### src/rtl/id_ex_pipe.sv
// rtl/id_ex_pipe.sv - ID/EX pipeline stage with valid/ready handshake and flush; ID_EX_SKID_EN adds a skid register
module id_ex_pipe #(
    parameter logic [31:0] NOP_INST = 32'h00000013
) (
    input  logic        clk,
    input  logic        rst,
    input  logic [31:0] inst_i,
    input  logic [31:0] inst_addr_i,
    input  logic [31:0] op1_i,
    input  logic [31:0] op2_i,
    input  logic [4:0]  rd_addr_i,
    input  logic        rd_wen_i,
    input  logic        valid_i,
    output logic        ready_o,
    input  logic        flush_i,
    output logic [31:0] inst_o,
    output logic [31:0] inst_addr_o,
    output logic [31:0] op1_o,
    output logic [31:0] op2_o,
    output logic [4:0]  rd_addr_o,
    output logic        rd_wen_o,
    output logic        valid_o,
    input  logic        ready_i
);

    typedef struct packed {
        logic [31:0] inst;
        logic [31:0] addr;
        logic [31:0] op1;
        logic [31:0] op2;
        logic [4:0]  rd_addr;
        logic        rd_wen;
    } beat_t;

    typedef enum logic [1:0] {
        EMPTY = 2'd0,
        ONE   = 2'd1,
        FULL  = 2'd2
    } state_t;

    state_t state;
    beat_t  main_q;
    beat_t  in_beat;
    logic   accept;
    logic   deliver;

    assign in_beat = {inst_i, inst_addr_i, op1_i, op2_i, rd_addr_i, rd_wen_i};
    assign valid_o = (state != EMPTY);
    assign deliver = valid_o && ready_i;
    assign accept  = valid_i && ready_o;

`ifdef ID_EX_SKID_EN
    beat_t skid_q;
    logic  ready_q;

    // ready_q mirrors state != FULL so upstream sees a flop, not a path from ready_i
    assign ready_o = ready_q;

    always_ff @(posedge clk or negedge rst) begin
        if (!rst) begin
            state   <= EMPTY;
            ready_q <= 1'b1;
            main_q  <= '0;
            skid_q  <= '0;
        end else if (flush_i) begin
            state   <= EMPTY;
            ready_q <= 1'b1;
        end else begin
            case (state)
                EMPTY: begin
                    if (accept) begin
                        main_q <= in_beat;
                        state  <= ONE;
                    end
                end
                ONE: begin
                    if (accept && deliver) begin
                        main_q <= in_beat;
                    end else if (accept) begin
                        skid_q  <= in_beat;
                        state   <= FULL;
                        ready_q <= 1'b0;
                    end else if (deliver) begin
                        state <= EMPTY;
                    end
                end
                FULL: begin
                    if (deliver) begin
                        main_q  <= skid_q;
                        state   <= ONE;
                        ready_q <= 1'b1;
                    end
                end
                default: begin
                    state   <= EMPTY;
                    ready_q <= 1'b1;
                end
            endcase
        end
    end
`else
    assign ready_o = !valid_o || ready_i;

    always_ff @(posedge clk or negedge rst) begin
        if (!rst) begin
            state  <= EMPTY;
            main_q <= '0;
        end else if (flush_i) begin
            state <= EMPTY;
        end else if (accept) begin
            main_q <= in_beat;
            state  <= ONE;
        end else if (deliver) begin
            state <= EMPTY;
        end
    end
`endif

    // Empty stage presents a bubble so EX never acts on stale payload
    assign inst_o      = valid_o ? main_q.inst    : NOP_INST;
    assign inst_addr_o = valid_o ? main_q.addr    : 32'd0;
    assign op1_o       = valid_o ? main_q.op1     : 32'd0;
    assign op2_o       = valid_o ? main_q.op2     : 32'd0;
    assign rd_addr_o   = valid_o ? main_q.rd_addr : 5'd0;
    assign rd_wen_o    = valid_o ? main_q.rd_wen  : 1'b0;

endmodule
### config.mk
export PLATFORM = sky130hd
export DESIGN_NAME = id_ex_pipe
export DESIGN_NICKNAME = d
export VERILOG_FILES = /design/src/rtl/id_ex_pipe.sv
export SDC_FILE = /design/constraint.sdc
export NUM_CORES = 1
export LEC_CHECK = 0
export ABC_AREA = 1
export BUFFER_PORTS_ARGS = -buffer_cell sky130_fd_sc_hd__buf_2
export CAP_MARGIN = 0
export CORE_UTILIZATION = 48
export DETAILED_ROUTE_END_ITERATION = 8
export PLACE_DENSITY = 0.81
export SLEW_MARGIN = 0
export SYNTH_ARGS = -nofsm -noshare
export SYNTH_HDL_FRONTEND = slang
export SYNTH_SLANG_ARGS = --single-unit
### constraint.sdc
create_clock -name clk -period 1.57 [get_ports clk]
set_input_delay 0.314 -clock clk [delete_from_list [all_inputs] [get_ports clk]]
set_output_delay 0.314 -clock clk [all_outputs]
set_load 0.005 [all_outputs]
## Word level (Yosys, flattened, before mapping)

Cells that the tools add are included.

| operators by class | value |
|---|---|
| mux-type cells | 9 |
| reduce and logical (&&, ||, !) cells | 7 |
| shift operators | 0 |
| eq/ne operators | 0 |
| multiply operators | 0 |
| $lt $le $gt $ge | 0 |
| $add $sub $neg | 0 |
| divide/modulo/power cells | 0 |
| bitwise gates (word level) | 1 |

Operator list:

| operator | count |
|---|---|
| two-way mux 32 bit | 4 |
| two-way mux 2 bit | 3 |
| two-way mux 5 bit | 1 |
| nonzero test 3 bit | 1 |
| logical AND 1 bit | 2 |
| AND reduction 2 bit | 1 |
| nonzero test 2 bit | 1 |
| logical NOT 1 bit | 1 |
| logical OR 1 bit | 1 |
| two-way mux 1 bit | 1 |
| inverter 1 bit | 1 |

| word-level totals | value |
|---|---|
| logic and storage cells | 24 |
| register bits | 136 |
| bits in latches | 0 |
| bits in writable memories | 0 |
| memories | 0 |
| input bits | 139 |
| memory bits (read-only) | 0 |

## Longest topological paths before layout

| logic depth | value |
|---|---|
| depth in word-level cells | 6 |
| depth in mapped cells | 7 |
| gate-level depth less buffers | 5 |

## Least setup slack after synthesis

Ideal clock, no wire load.

| timing path | value |
|---|---|
| kind | register to output |
| start | register state[0] |
| end | output port inst_addr_o[27] |
| path buffers | 3 |
| path slack | 0.309 ns |
| stages on the path, launching flop included | 6 |
| required time | 1.256 ns |
| arrival time | 0.947 ns |
| cells stage by stage | dfrtp_1 > buf_4 > buf_2 > buf_2 > nand2_1 > inv_1 |

| between the ends | value |
|---|---|
| longest elaborated chain between the ends | 2 |

Ends and longest elaborated chain:

| element | line | RTL |
|---|---|---|
| start: declaration | 41 | `state_t state;` |
| start signal: assignment | 106 | `state <= EMPTY;` |
| start signal: assignment | 109 | `state <= EMPTY;` |
| start signal: assignment | 112 | `state <= ONE;` |
| nonzero test 2 bit | 48 | `assign valid_o = (state != EMPTY);` |
| two-way mux 32 bit | 121 | `assign inst_addr_o = valid_o ? main_q.addr : 32'd0;` |
| end: declaration | 17 | `output logic [31:0] inst_addr_o,` |

No other way between the ends.

## Worst setup path after layout

| timing path | value |
|---|---|
| start | register state[0] |
| end | output port inst_o[19] |

| between the ends | value |
|---|---|
| longest elaborated chain between the ends | 2 |

Ends and longest elaborated chain:

| element | line | RTL |
|---|---|---|
| nonzero test 2 bit | 48 |  |
| two-way mux 32 bit | 120 | `assign inst_o = valid_o ? main_q.inst : NOP_INST;` |
| end: declaration | 16 | `output logic [31:0] inst_o,` |

No other way between the ends.

==> results.ini <==
[place]
dp_cells = 1269
place_congestion = 0.798
port_buffers = 274
dpl.hpwl_um = 10800

[detailed_routing]
wl_per_cell_um = 14.7
drtIter0Drc = 613
via_per_inst = 4.90
dr.pass1.iters = 5
wl_um = 19300
drc = 0
drtAntennaViolNets = 0
vias = 6441

[sta]
worst-slew-pin-transition_ns = 0.473
setup_viol = 136
hold_viol = 0
max_slew_margin = 0.685
min_period_over_period = 1.15
fin_skew_ns = 0.00502
rsz0062_at_grt = true
drv_slew = 0
fmax_mhz = 552
period_needed_ns = 1.81
setup_ws_ns = -0.240

[global_routing]
grt_max_degree = 135
grt_usage = 0.256
grt_pass1_wl_um = 28000
grt_pass1_vias = 5744
grt-ovfl-total = 0
antenna_found_initial = 0
gr-usage-met1 = 0.312
grt-busiest-layer = met2
grtUsageMet2 = 0.434
use_met3 = 0.0547

[final_layout]
multi_input_area_um2 = 2240
nets = 1270
syn2layout_area_growth_pct = 36.6
regArea_um2 = 3380
drive_above_1_share = 0.293
antenna_cells = 0
fin_cells = 1314
utilization = 0.682
num-fill-cells = 1074

[clock_tree]
clk_pin_slew_ns = 0.05
h-tree-depth = 4
root_buffer = clkbuf_16
clock_path_buffers = 2
cts_tree = built
cts-buffers-inserted = 17
numClockSinks = 135
clk_latency_ns = 0.42

[logic_synthesis]
synth.net_count = 1008
synth_seq_area_share = 0.528
synthFlopType = dfrtp_1
synth_top_area_frac = 0.528
synth-edff-count = 0
syn_area_per_cell_um2 = 7.37
synthTopCellsByCount = 402 x nand2_1, 136 x inv_1, 135 x dfrtp_1
async_flop_share = 1.00
yosysTopAreaCell = dfrtp_1
synthDistinctLibCells = 12
synth_area_leaders = dfrtp_1 53%, nand2_1 24%, nand3_1 10%
yosysWarnings = 0
syn_area_um2 = 6400
yosysMostFrequentCell = nand2_1
synth_seq_cells = 135
syn_inst = 869

[die]
start_util = 0.499
coreArea_um2 = 12800
rows = 41
die_area_um2 = 13800
pin_count = 275
die_height_um = 117
die_w_um = 117

[critical_path]
max_stage_delay_ns = 0.50
crit_fanout = 16
cp_data_arrival_time_ns = 1.50
critPathKind = flip-flop to output port
end_kind = output port
critPathLaunchType = flip-flop
path_cells = buf_6 > clkbuf_16 > nand2_1 > inv_1 > buf_2
cp_slowest_cell = dfrtp_4
required_ns = 1.26

[status]
violations = setup timing
status = finished with violations

[power]
power_mw = 9.51
vdd_ir_drop_max_uv = 667
p_leak_nw = 5.97
powerDensity_nw_per_um2 = 1090

[hold_path]
holdCritPathClass = input port to flip-flop

[job]
drv_cap = 0

## power by group
group / switching [mW] / total, mW / internal (mW)
clock: 1.38 / 3.63 / 2.24
combinational: 0.911 / 1.61 / 0.696
sequential: 0.285 / 4.27 / 3.99
total: 2.58 / 9.51 / 6.93
## timing repair
item                                    CTS  global route
gates resized for setup                   1            13
endpoints found under the setup margin  133           256
pin swaps                                 0             0
hold endpoints to repair                 27             0
buffers inserted                          2             3
hold buffers                              1             0
gates cloned                              1             8
## worst max-delay path, delay by kind of cell, from the launching register on
family                 cells  cell delay (ns)
AND/OR/NAND/NOR            1             0.06
buffers and inverters      4             0.51
flip-flops                 1             0.50
## state kept, by name, indices dropped and copies added (netlist names)
register	flops
main_q	134
state	1
## routing by layer
| metal | part of all wire | vias up |
|---|---|---|
| met1 | 0.40 | 2984 |
| met2 | 0.51 | 316 |
| met5 | 0 | - |
| met4 | 0.025 | 0 |
| met3 | 0.066 | 38 |
| li1 | - | 3103 |
## layout make-up
class | instances | area share
well taps | 172 | 0.0246
clock buffers | 27 | 0.0598
flip-flops and latches | 135 | 0.387
clock inverters | 3 | 0.00172
multi-input cells | 540 | 0.256
repair buffers | 301 | 0.213
inverters | 136 | 0.0584
## cell families after synthesis
family          Yosys count  share of synthesized area
compound gates            1                   0.000781
buf+inv                 194                      0.127
flops                   135                      0.528
simple gates            539                      0.344
## cell usage in the layout (no fill, tap or decap), types with 3 or more instances in the layout
master and n:
clkbuf_1 4, clkbuf_8 6, inv_1 136, nand2_1 397, clkinv_2 3, buf_16 4
clkbuf_16 22, dfrtp_1 134, nand2_2 5, buf_12 5, buf_2 273, nand3_1 134
buf_6 7, buf_4 5
## metrics by stage
stage	setup slack [ns]	instance area, um2	TNS (ns)	hold WS (ns)
2_1_floorplan	0.309	6400	0	0.0184
6_report	-0.240	8750	-27.64	0.125
3_3_place_gp	0.148	7910	0	0.225
3_5_place_dp	0.121	7910	0	0.227
4_1_cts	-0.227	8510	-24.59	0.0985
5_1_grt	-0.297	8750	-34.43	0.120
## path summary, 6_finish.rpt
| kind | from | to | slack, ns | cells after the start |
|---|---|---|---|---|
| setup / recovery | state[0] | inst_o[19] | -0.24 | 5 |
| hold reg to reg | main_q[22] | main_q[22] | 0.47 | 2 |
| min in group asynchronous | rst | main_q[114] | 0.39 | 2 |
| hold / removal | op2_i[19] | main_q[25] | 0.12 | 3 |
| setup reg to reg | state[0] | main_q[75] | 0.04 | 5 |
| max in group asynchronous | rst | main_q[41] | 0.66 | 3 |
Power figures use the tool's default switching activity.
